$ cat config.mk
export PLATFORM = sky130hd
export DESIGN_NAME = ct_f_spsram_1024x64_ctrl
export DESIGN_NICKNAME = d
export VERILOG_FILES = /design/src/rtl/ct_f_spsram_ctrl_pkg.sv /design/src/rtl/ct_f_spsram_rsp_fifo.sv /design/src/rtl/ct_f_spsram_1024x64_ctrl.sv
export SDC_FILE = /design/constraint.sdc
export NUM_CORES = 1
export LEC_CHECK = 0
export ABC_AREA = 0
export ABC_CLOCK_PERIOD_IN_PS = 2300
export CAP_MARGIN = 0
export CELL_PAD_IN_SITES_DETAIL_PLACEMENT = 2
export CELL_PAD_IN_SITES_GLOBAL_PLACEMENT = 2
export CORE_MARGIN = 2
export CORE_UTILIZATION = 30
export CTS_CLUSTER_SIZE = 12
export DETAILED_ROUTE_END_ITERATION = 10
export PLACE_DENSITY = 0.88
export SYNTH_ARGS = -nofsm -noshare
export SYNTH_HDL_FRONTEND = slang
export SYNTH_SLANG_ARGS = --single-unit
$ cat constraint.sdc
create_clock -name CLK -period 2.3 [get_ports CLK]
set_input_delay 0.46 -clock CLK [delete_from_list [all_inputs] [get_ports CLK]]
set_output_delay 0.46 -clock CLK [all_outputs]
set_load 0.02 [all_outputs]
$ cat src/rtl/ct_f_spsram_ctrl_pkg.sv
// Shared definitions for the single-port SRAM request controller:
// controller states, response buffer depth and byte-lane geometry.
package ct_f_spsram_ctrl_pkg;

   typedef enum logic {
      ST_INIT = 1'b0,
      ST_RUN  = 1'b1
   } ctrl_state_t;

   localparam int FIFO_DEPTH     = 3;
   localparam int BYTE_BITS      = 8;
   localparam int BYTES_PER_WORD = 64 / BYTE_BITS;

   // Number of byte lanes in a word of the given width.
   function automatic int bytes_per_word(input int data_width);
      return data_width / BYTE_BITS;
   endfunction

endpackage

$ cat src/rtl/ct_f_spsram_rsp_fifo.sv
// Three-entry synchronous response FIFO. Push and pop may happen in the
// same cycle; the upstream credit check guarantees it never overflows.
module ct_f_spsram_rsp_fifo
   import ct_f_spsram_ctrl_pkg::*;
#(
   parameter int WIDTH = 64
) (
   input  logic             clk,
   input  logic             rst,
   input  logic             push,
   input  logic [WIDTH-1:0] push_data,
   input  logic             pop,
   output logic [WIDTH-1:0] head,
   output logic [1:0]       cnt,
   output logic             not_empty
);

   logic [WIDTH-1:0] mem [FIFO_DEPTH];
   logic [1:0]       wr_ptr;
   logic [1:0]       rd_ptr;
   logic             do_pop;

   function automatic logic [1:0] ptr_inc(input logic [1:0] p);
      return (p == 2'(FIFO_DEPTH - 1)) ? 2'd0 : p + 2'd1;
   endfunction

   assign not_empty = (cnt != 2'd0);
   assign do_pop    = pop & not_empty;
   assign head      = mem[rd_ptr];

   // Storage, pointers and occupancy count; reset empties the buffer.
   always_ff @(posedge clk) begin
      if (rst) begin
         wr_ptr <= 2'd0;
         rd_ptr <= 2'd0;
         cnt    <= 2'd0;
         for (int i = 0; i < FIFO_DEPTH; i++) mem[i] <= '0;
      end else begin
         if (push) begin
            mem[wr_ptr] <= push_data;
            wr_ptr      <= ptr_inc(wr_ptr);
         end
         if (do_pop) rd_ptr <= ptr_inc(rd_ptr);
         case ({push, do_pop})
            2'b10:   cnt <= cnt + 2'd1;
            2'b01:   cnt <= cnt - 2'd1;
            default: cnt <= cnt;
         endcase
      end
   end

endmodule

$ cat src/rtl/ct_f_spsram_1024x64_ctrl.sv
// Request-side controller for the 1024x64 single-port SRAM wrapper.
// Optionally zero-fills the array after reset, then turns a valid/ready
// request stream into SRAM accesses and returns read data through a
// credit-protected 3-entry response buffer.
//
// Handshake: a request transfers in any cycle where req_vld & req_rdy;
// a response transfers in any cycle where rsp_vld & rsp_rdy. req_rdy
// depends only on internal state, never on req_vld/req_wr/rsp_rdy.
module ct_f_spsram_1024x64_ctrl
   import ct_f_spsram_ctrl_pkg::*;
#(
   parameter int ADDR_WIDTH = 10,
   parameter int DATA_WIDTH = 64,
   parameter bit INIT_EN    = 1'b1
) (
   input  logic                    CLK,
   input  logic                    RST,
   input  logic                    req_vld,
   output logic                    req_rdy,
   input  logic                    req_wr,
   input  logic [ADDR_WIDTH-1:0]   req_addr,
   input  logic [DATA_WIDTH-1:0]   req_wdata,
   input  logic [DATA_WIDTH/8-1:0] req_bmask,
   output logic                    rsp_vld,
   input  logic                    rsp_rdy,
   output logic [DATA_WIDTH-1:0]   rsp_rdata,
   output logic                    init_done,
   output logic [ADDR_WIDTH-1:0]   A,
   output logic                    CEN,
   output logic                    GWEN,
   output logic [DATA_WIDTH-1:0]   WEN,
   output logic [DATA_WIDTH-1:0]   D,
   input  logic [DATA_WIDTH-1:0]   Q
);

   localparam int NBYTES = bytes_per_word(DATA_WIDTH);

   ctrl_state_t           state;
   ctrl_state_t           state_next;
   logic [ADDR_WIDTH-1:0] init_cnt;
   logic                  init_last;
   logic                  init_done_q;
   logic                  rd_inflight;
   logic [1:0]            fifo_cnt;
   logic                  fifo_vld;
   logic [DATA_WIDTH-1:0] fifo_head;
   logic                  credit_ok;
   logic                  accept;

   // Terminal count of the zero-fill sweep: last address is being written.
   assign init_last = &init_cnt;

   // Buffered plus in-flight reads must leave room for one more response.
   assign credit_ok = ({1'b0, fifo_cnt} + {2'b00, rd_inflight}) < 3'(FIFO_DEPTH);
   assign init_done = init_done_q & ~RST;
   assign req_rdy   = init_done & credit_ok;
   assign accept    = req_vld & req_rdy;
   assign rsp_vld   = fifo_vld & ~RST;
   assign rsp_rdata = RST ? '0 : fifo_head;

   // Next-state logic: INIT ends after the last address is written.
   always_comb begin
      state_next = state;
      case (state)
         ST_INIT: if (init_last) state_next = ST_RUN;
         ST_RUN:  state_next = ST_RUN;
         default: state_next = ST_RUN;
      endcase
   end

   // State register, init sweep counter and read-in-flight marker.
   always_ff @(posedge CLK) begin
      if (RST) begin
         state       <= INIT_EN ? ST_INIT : ST_RUN;
         init_cnt    <= '0;
         init_done_q <= 1'b0;
         rd_inflight <= 1'b0;
      end else begin
         state       <= state_next;
         init_done_q <= (state_next == ST_RUN);
         if (state == ST_INIT) init_cnt <= init_cnt + ADDR_WIDTH'(1);
         rd_inflight <= accept & ~req_wr;
      end
   end

   // SRAM pin drive: zero-fill during INIT, accepted request in RUN, idle otherwise.
   always_comb begin
      CEN  = 1'b1;
      GWEN = 1'b1;
      WEN  = '1;
      A    = '0;
      D    = '0;
      if (!RST) begin
         if (state == ST_INIT) begin
            CEN  = 1'b0;
            GWEN = 1'b0;
            WEN  = '0;
            A    = init_cnt;
         end else if (accept) begin
            CEN = 1'b0;
            A   = req_addr;
            if (req_wr) begin
               GWEN = 1'b0;
               D    = req_wdata;
               for (int b = 0; b < NBYTES; b++)
                  WEN[b*BYTE_BITS +: BYTE_BITS] = {BYTE_BITS{~req_bmask[b]}};
            end
         end
      end
   end

   ct_f_spsram_rsp_fifo #(
      .WIDTH (DATA_WIDTH)
   ) u_rsp_fifo (
      .clk       (CLK),
      .rst       (RST),
      .push      (rd_inflight),
      .push_data (Q),
      .pop       (rsp_vld & rsp_rdy),
      .head      (fifo_head),
      .cnt       (fifo_cnt),
      .not_empty (fifo_vld)
   );

endmodule

# After elaboration in Yosys (flattened, before gate mapping)
# Memory sizes are Yosys's and may differ from the RTL's. A register that Yosys moved wholly into a read port is not among the register bits.
# Index checks and enable logic that the tools add are counted.
# W data, S select, Z words.
[totals]
ff_bits = 18
ramBits = 192
input_bits = 151
out_inout_bits = 207
word_cells = 74
mem_count = 1
[op_classes]
add_sub_neg = 6
magnitude_cmp = 1
eq_ne = 4
n_mux = 34
n_bitwise = 18
reduce_logical = 4
[memory_table]
columns = ["memory", "words", "word_bits", "rd", "rd_ports_with_merged_regs", "write_ports", "line_no", "rtl"]
rows = [
  ["u_rsp_fifo.mem", 3, 64, 1, 1, 3, "ct_f_spsram_rsp_fifo.sv:18", "logic [WIDTH-1:0] mem [FIFO_DEPTH];"],
]
[ops]
columns = ["cell", "n"]
rows = [
  ["$mux W64", 10],
  ["$reduce_or A64 Y1", 1],
  ["$mux W10", 3],
  ["$mux W1", 14],
  ["$not A1 Y1", 11],
  ["$add A10 B1 Y10 const B", 1],
  ["$mux W2", 5],
  ["$reduce_and A10 Y1", 1],
  ["$and A1 B1 Y1", 7],
  ["$add A2 B1 Y2 const B", 3],
  ["$eq A2 B2 Y1 const B", 3],
  ["$pmux W2 S2", 1],
  ["$reduce_bool A2 Y1", 2],
  ["$add A2 B1 Y3", 1],
  ["$lt A3 B2 Y1 const B", 1],
  ["$eq A2 B1 Y1 const B", 1],
  ["$pmux W1 S2", 1],
  ["$sub A2 B1 Y2 const B", 1],
]

# Depth between registers and ports, before layout
[logic_depth]
depth_word = 7
mapped_depth = 8
depth_no_buf = 6

# By module
# From an unflattened synthesis, not the netlist that was laid out.
[unflattened]
cells_unflattened = 895
hier_area_um2 = 13070.0
[by_module_without_submodules]
columns = ["module", "instances", "cells_per_inst", "area_each_um2", "seq_area_each_um2"]
rows = [
  ["ct_f_spsram_rsp_fifo", 1, 586, 10921.7, 7847.5],
  ["ct_f_spsram_1024x64_ctrl", 1, 309, 2148.3, 240.2],
]

# Least setup slack after synthesis
# Ideal clock, no wire load.
[synth_path]
path_type = "flip-flop to output port"
from = "register rd_inflight"
to = "output WEN[10]"
arrival_ns = 2.232
required_ns = 1.840
path_slack_ns = -0.392
path_stages_with_launch = 9
n_path_buf = 3
cell_sequence = "dfxtp_1 -> ha_1 -> ha_1 -> a21oi_1 -> and4_1 -> buf_2 -> buf_4 -> a21oi_1 -> buf_4"
[synth_between]
elab_chain_cells = 7
[synth_rtl]
columns = ["item", "line_no", "rtl"]
rows = [
  ["start: declaration", "ct_f_spsram_1024x64_ctrl.sv:43", "logic rd_inflight;"],
  ["start signal: assignment", "ct_f_spsram_1024x64_ctrl.sv:82", "rd_inflight <= accept & ~req_wr;"],
  ["$add A2 B1 Y3", "ct_f_spsram_1024x64_ctrl.sv:54", "assign credit_ok = ({1'b0, fifo_cnt} + {2'b00, rd_inflight}) < 3'(FIFO_DEPTH);"],
  ["$lt A3 B2 Y1", "ct_f_spsram_1024x64_ctrl.sv:54", ""],
  ["$and A1 B1 Y1", "ct_f_spsram_1024x64_ctrl.sv:56", "assign req_rdy = init_done & credit_ok;"],
  ["$and A1 B1 Y1", "ct_f_spsram_1024x64_ctrl.sv:57", "assign accept = req_vld & req_rdy;"],
  ["$mux W64", "ct_f_spsram_1024x64_ctrl.sv:99", "end else if (accept) begin"],
  ["$mux W64", "ct_f_spsram_1024x64_ctrl.sv:94", "if (state == ST_INIT) begin"],
  ["$mux W64", "ct_f_spsram_1024x64_ctrl.sv:93", "if (!RST) begin"],
  ["end: declaration", "ct_f_spsram_1024x64_ctrl.sv:31", "output logic [DATA_WIDTH-1:0] WEN,"],
]
# Every way passes these cells.

# Worst setup path after layout
[layout_path]
from = "register u_rsp_fifo.cnt[0]"
to = "output WEN[1]"
[layout_between]
elab_chain_cells = 7
[layout_rtl]
columns = ["item", "line_no", "rtl"]
rows = [
  ["start: declaration", "ct_f_spsram_rsp_fifo.sv:14", "output logic [1:0] cnt,"],
  ["start signal: assignment", "ct_f_spsram_rsp_fifo.sv:45", "2'b10: cnt <= cnt + 2'd1;"],
  ["start signal: assignment", "ct_f_spsram_rsp_fifo.sv:46", "2'b01: cnt <= cnt - 2'd1;"],
  ["start signal: assignment", "ct_f_spsram_rsp_fifo.sv:47", "default: cnt <= cnt;"],
  ["$add A2 B1 Y3", "ct_f_spsram_1024x64_ctrl.sv:54", ""],
  ["$lt A3 B2 Y1", "ct_f_spsram_1024x64_ctrl.sv:54", ""],
  ["$and A1 B1 Y1", "ct_f_spsram_1024x64_ctrl.sv:56", ""],
  ["$and A1 B1 Y1", "ct_f_spsram_1024x64_ctrl.sv:57", ""],
  ["$mux W64", "ct_f_spsram_1024x64_ctrl.sv:99", ""],
  ["$mux W64", "ct_f_spsram_1024x64_ctrl.sv:94", ""],
  ["$mux W64", "ct_f_spsram_1024x64_ctrl.sv:93", ""],
]
# Every way passes these cells.

==> results.toml <==
[worst_setup_path]
cp_data_arrival_time_ps = 2460
critical_path.startpoint_type = "flip-flop"
cp_data_required_time_ps = 1840
setup.worst_path.end_class = "output pin"
regToRegEndpoint = "u_rsp_fifo.mem[2][11]"
worst_r2r_path_depth = 8
crit_fanout = 7
r2r_setup_slack_ps = 360
critPathKind = "reg2out"
r2r_start = "rd_inflight"

[yosys]
count_of_flip_flops_with_a_built_in_enable_after_synthesis = 256
yosys_most_used_dff = "sky130_fd_sc_hd__edfxtp_1"
post_synth_inst_count = 873
async_reset_ff_frac = 0
synth.lib_cells_used.distinct = 47
syn_area_per_cell_um2 = 14.9
cell_area_after_synthesis_um2 = 13000
synth-seq-cells = 276
yosys_warnings = 0
yosysSeqAreaShare = 0.623
synth_nets = 1028

[place]
pre_cts_ws_ps = -761
place.port_buffers = 357
dp.final_hpwl_mm = 32.8
finalWeightedCongestion = 0.828

[floorplan]
floorplan.die.width_um = 212
die_area_um2 = 45000
fp.dieH_um = 212
initial_util = 0.303
floorplan.rows = 76
i_o_pins = 358
design.core.area_um2 = 42900

[drt]
num_vias = 8970
wire_per_inst_um = 26.9
drt_pre_antenna_iters = 5
detail_route.iter0.violations = 361
detail_route.wirelength_mm = 51.0
number_of_antenna_violating_nets_in_the_routed_design = 0
drc = 0
routed_via_density = 4.73

[timing]
layout_setup_ws_ps = -615
setup_viol = 205
timing.final.max_slew_violations = 0
tightest_slew_ps = 361
final_critical_path_share_of_the_clock_period = 1.27
rsz0062_at_grt = "true"
final-hold-violation-count = 0
skew_ps = 11.1
max_freq_mhz = 343
finalWorstPathRequiredPeriod_ps = 2920
max-slew-margin-rel = 0.759

[finish]
drive_above_1_share = 0.489
post-route-util = 0.471
ff_latch_area_um2 = 8100
num-nets-final = 1438
layout.filler_cells = 3958
multiInputGateArea_um2 = 4630
area_delta_synth_final_pct = 55.8

[clock_tree]
clock_tree.root_cell = "sky130_fd_sc_hd__clkbuf_16"
clk_transition_reported_paths_ps = 60
clockBufferDepth = 3
cts_tree = "yes"
cts_buffers = 31
cts_htree_levels = 1
clock-sinks = 276
hold_buffers = 0
clk_latency_worst_skew_pair_ps = 560

[hold_path]
min_delay_path_depth = 1
worst_hold_path_type = "in2reg"
whs_endpoint = "u_rsp_fifo.mem[3][21]"
hold_path_startpoint = "Q[21]"

[power_and_ir_drop]
cellPowerDensity_nw_per_um2 = 578
total_leakage_power_nw = 7.81
vdd.ir_drop.worst_mv = 0.400

[grt]
global_route.overflow_total = 0
grt_first_pass_wirelength_mm = 70.0
antenna_found_initial = 5
globalRouteTotalUtil = 0.214
first_global_vias = 10032
grt_start_max_net_pins = 65

[run_status]
violated_checks = "setup timing"
result_of_the_run = "finished with violations"

[job]
cap_violations = 0
metrics by stage:
step / TNS [ps] / power, mW / instances / area (µm²) / hold slack [ps]
after floorplan: 0 / 6.12 / 873 / 13100 / 465
after global placement: -198580 / 6.70 / 1759 / 17400 / 488
after detailed placement: -199650 / 6.75 / 1759 / 17400 / 521
after CTS: -96500 / 11.7 / 1879 / 19500 / 494
after global routing: -100390 / 12.0 / 1894 / 20200 / 517
final: -87050 / 11.7 / 1895 / 20200 / 528
critical path, stage by stage (launching register included):
cell                      delay, ps
sky130_fd_sc_hd__dfxtp_2        330
sky130_fd_sc_hd__ha_4           160
sky130_fd_sc_hd__ha_4           270
sky130_fd_sc_hd__a21oi_4         70
sky130_fd_sc_hd__and4_4         210
sky130_fd_sc_hd__buf_12         140
sky130_fd_sc_hd__buf_12         150
sky130_fd_sc_hd__a21oi_4        300
sky130_fd_sc_hd__buf_6          160
sky130_fd_sc_hd__buf_6          110
layout by cell type, fill, tap and decap left out, types with 9 or more instances in the layout:
master,count
sky130_fd_sc_hd__mux4_2,64
sky130_fd_sc_hd__edfxtp_1,256
sky130_fd_sc_hd__dfxtp_1,16
sky130_fd_sc_hd__and2_1,173
sky130_fd_sc_hd__a21oi_1,9
sky130_fd_sc_hd__buf_4,41
sky130_fd_sc_hd__buf_12,43
sky130_fd_sc_hd__clkdlybuf4s50_1,149
sky130_fd_sc_hd__and2_2,43
sky130_fd_sc_hd__clkbuf_16,32
sky130_fd_sc_hd__buf_8,22
sky130_fd_sc_hd__and2_4,106
sky130_fd_sc_hd__buf_6,226
sky130_fd_sc_hd__a21oi_4,9
power breakdown:
group / internal (mW) / switching (mW) / leakage [nW]
clock: 2.85 / 2.04 / 0.495
combinational: 0.630 / 0.546 / 4.60
sequential: 5.58 / 0.0490 / 2.72
repair_timing:
| action | in CTS | in global routing |
|---|---|---|
| endpoints found under the hold margin | 0 | 0 |
| setup buffers | 58 | 23 |
| endpoints found under the setup margin | 207 | 205 |
| gates cloned | 10 | 1 |
| resized for setup | 1176 | 213 |
| pin swaps | 29 | 27 |
worst max path at each step:
stage,start,to,slack (ps)
after floorplan,RST,u_rsp_fifo.mem[2][0],2
after global placement,RST,WEN[30],-760
after detailed placement,RST,WEN[24],-760
after CTS,u_rsp_fifo.cnt[0],WEN[8],-620
after global routing,rd_inflight,WEN[3],-690
final,u_rsp_fifo.cnt[0],WEN[1],-620
cell type report:
type / count / share of cell area
sequential: 276 / 0.400
timing repair buffer: 490 / 0.284
multi-input combinational: 480 / 0.229
clock buffer: 43 / 0.0431
tap: 585 / 0.0362
clock inverter: 14 / 0.00594
inverter: 4 / 0.000743
antenna: 3 / 0.000371
layer usage:
metal,vias up,part of all wire,global-route usage
met5,-,0.00018,0
met4,2,0.035,0.0886
met1,4667,0.36,0.229
met2,305,0.56,0.412
met3,66,0.052,0.0374
li1,3930,-,-
cell usage after synthesis, types with 2 or more instances:
cell,number,area [µm²]
sky130_fd_sc_hd__buf_4,64,480
sky130_fd_sc_hd__nand3_1,2,10.0
sky130_fd_sc_hd__o21a_1,2,15.0
sky130_fd_sc_hd__o31ai_1,3,22.5
sky130_fd_sc_hd__inv_1,3,11.3
sky130_fd_sc_hd__dfxtp_1,20,400
sky130_fd_sc_hd__a32o_1,8,80.1
sky130_fd_sc_hd__nor2b_1,3,18.8
sky130_fd_sc_hd__mux4_2,64,1440
sky130_fd_sc_hd__xor2_1,3,26.3
sky130_fd_sc_hd__edfxtp_1,256,7690
sky130_fd_sc_hd__or4_1,3,22.5
sky130_fd_sc_hd__xnor2_1,2,17.5
sky130_fd_sc_hd__o21ai_0,3,15.0
sky130_fd_sc_hd__and2_1,279,1750
sky130_fd_sc_hd__nor2_1,10,37.5
sky130_fd_sc_hd__nand2_1,5,18.8
sky130_fd_sc_hd__a22o_1,2,17.5
sky130_fd_sc_hd__buf_2,6,30.0
sky130_fd_sc_hd__clkbuf_2,20,100
sky130_fd_sc_hd__or3_1,3,18.8
sky130_fd_sc_hd__ha_1,4,50.1
sky130_fd_sc_hd__or2_2,4,25.0
sky130_fd_sc_hd__clkbuf_1,22,82.6
sky130_fd_sc_hd__and2_2,43,323
sky130_fd_sc_hd__a21oi_1,18,90.1
state kept, by name (all words and copies together), names as in the netlist, named ones only:
name	cells
init_cnt	10
u_rsp_fifo.wr_ptr	2
u_rsp_fifo.rd_ptr	2
u_rsp_fifo.mem	256
u_rsp_fifo.cnt	2
rd_inflight	1
init_done_q	1
kinds of logic after synthesis:
logic type	count (synthesis)	synth area share
muxes	65	0.112
DFF	276	0.623
buffers and inverters	117	0.0554
AOI/OAI and AO/OA	41	0.0220
and+or+nand+nor	365	0.181
adders and majority gates	4	0.00386
xor gates and xnor gates	5	0.00337
Note: power is estimated with default switching activity, not from simulation.
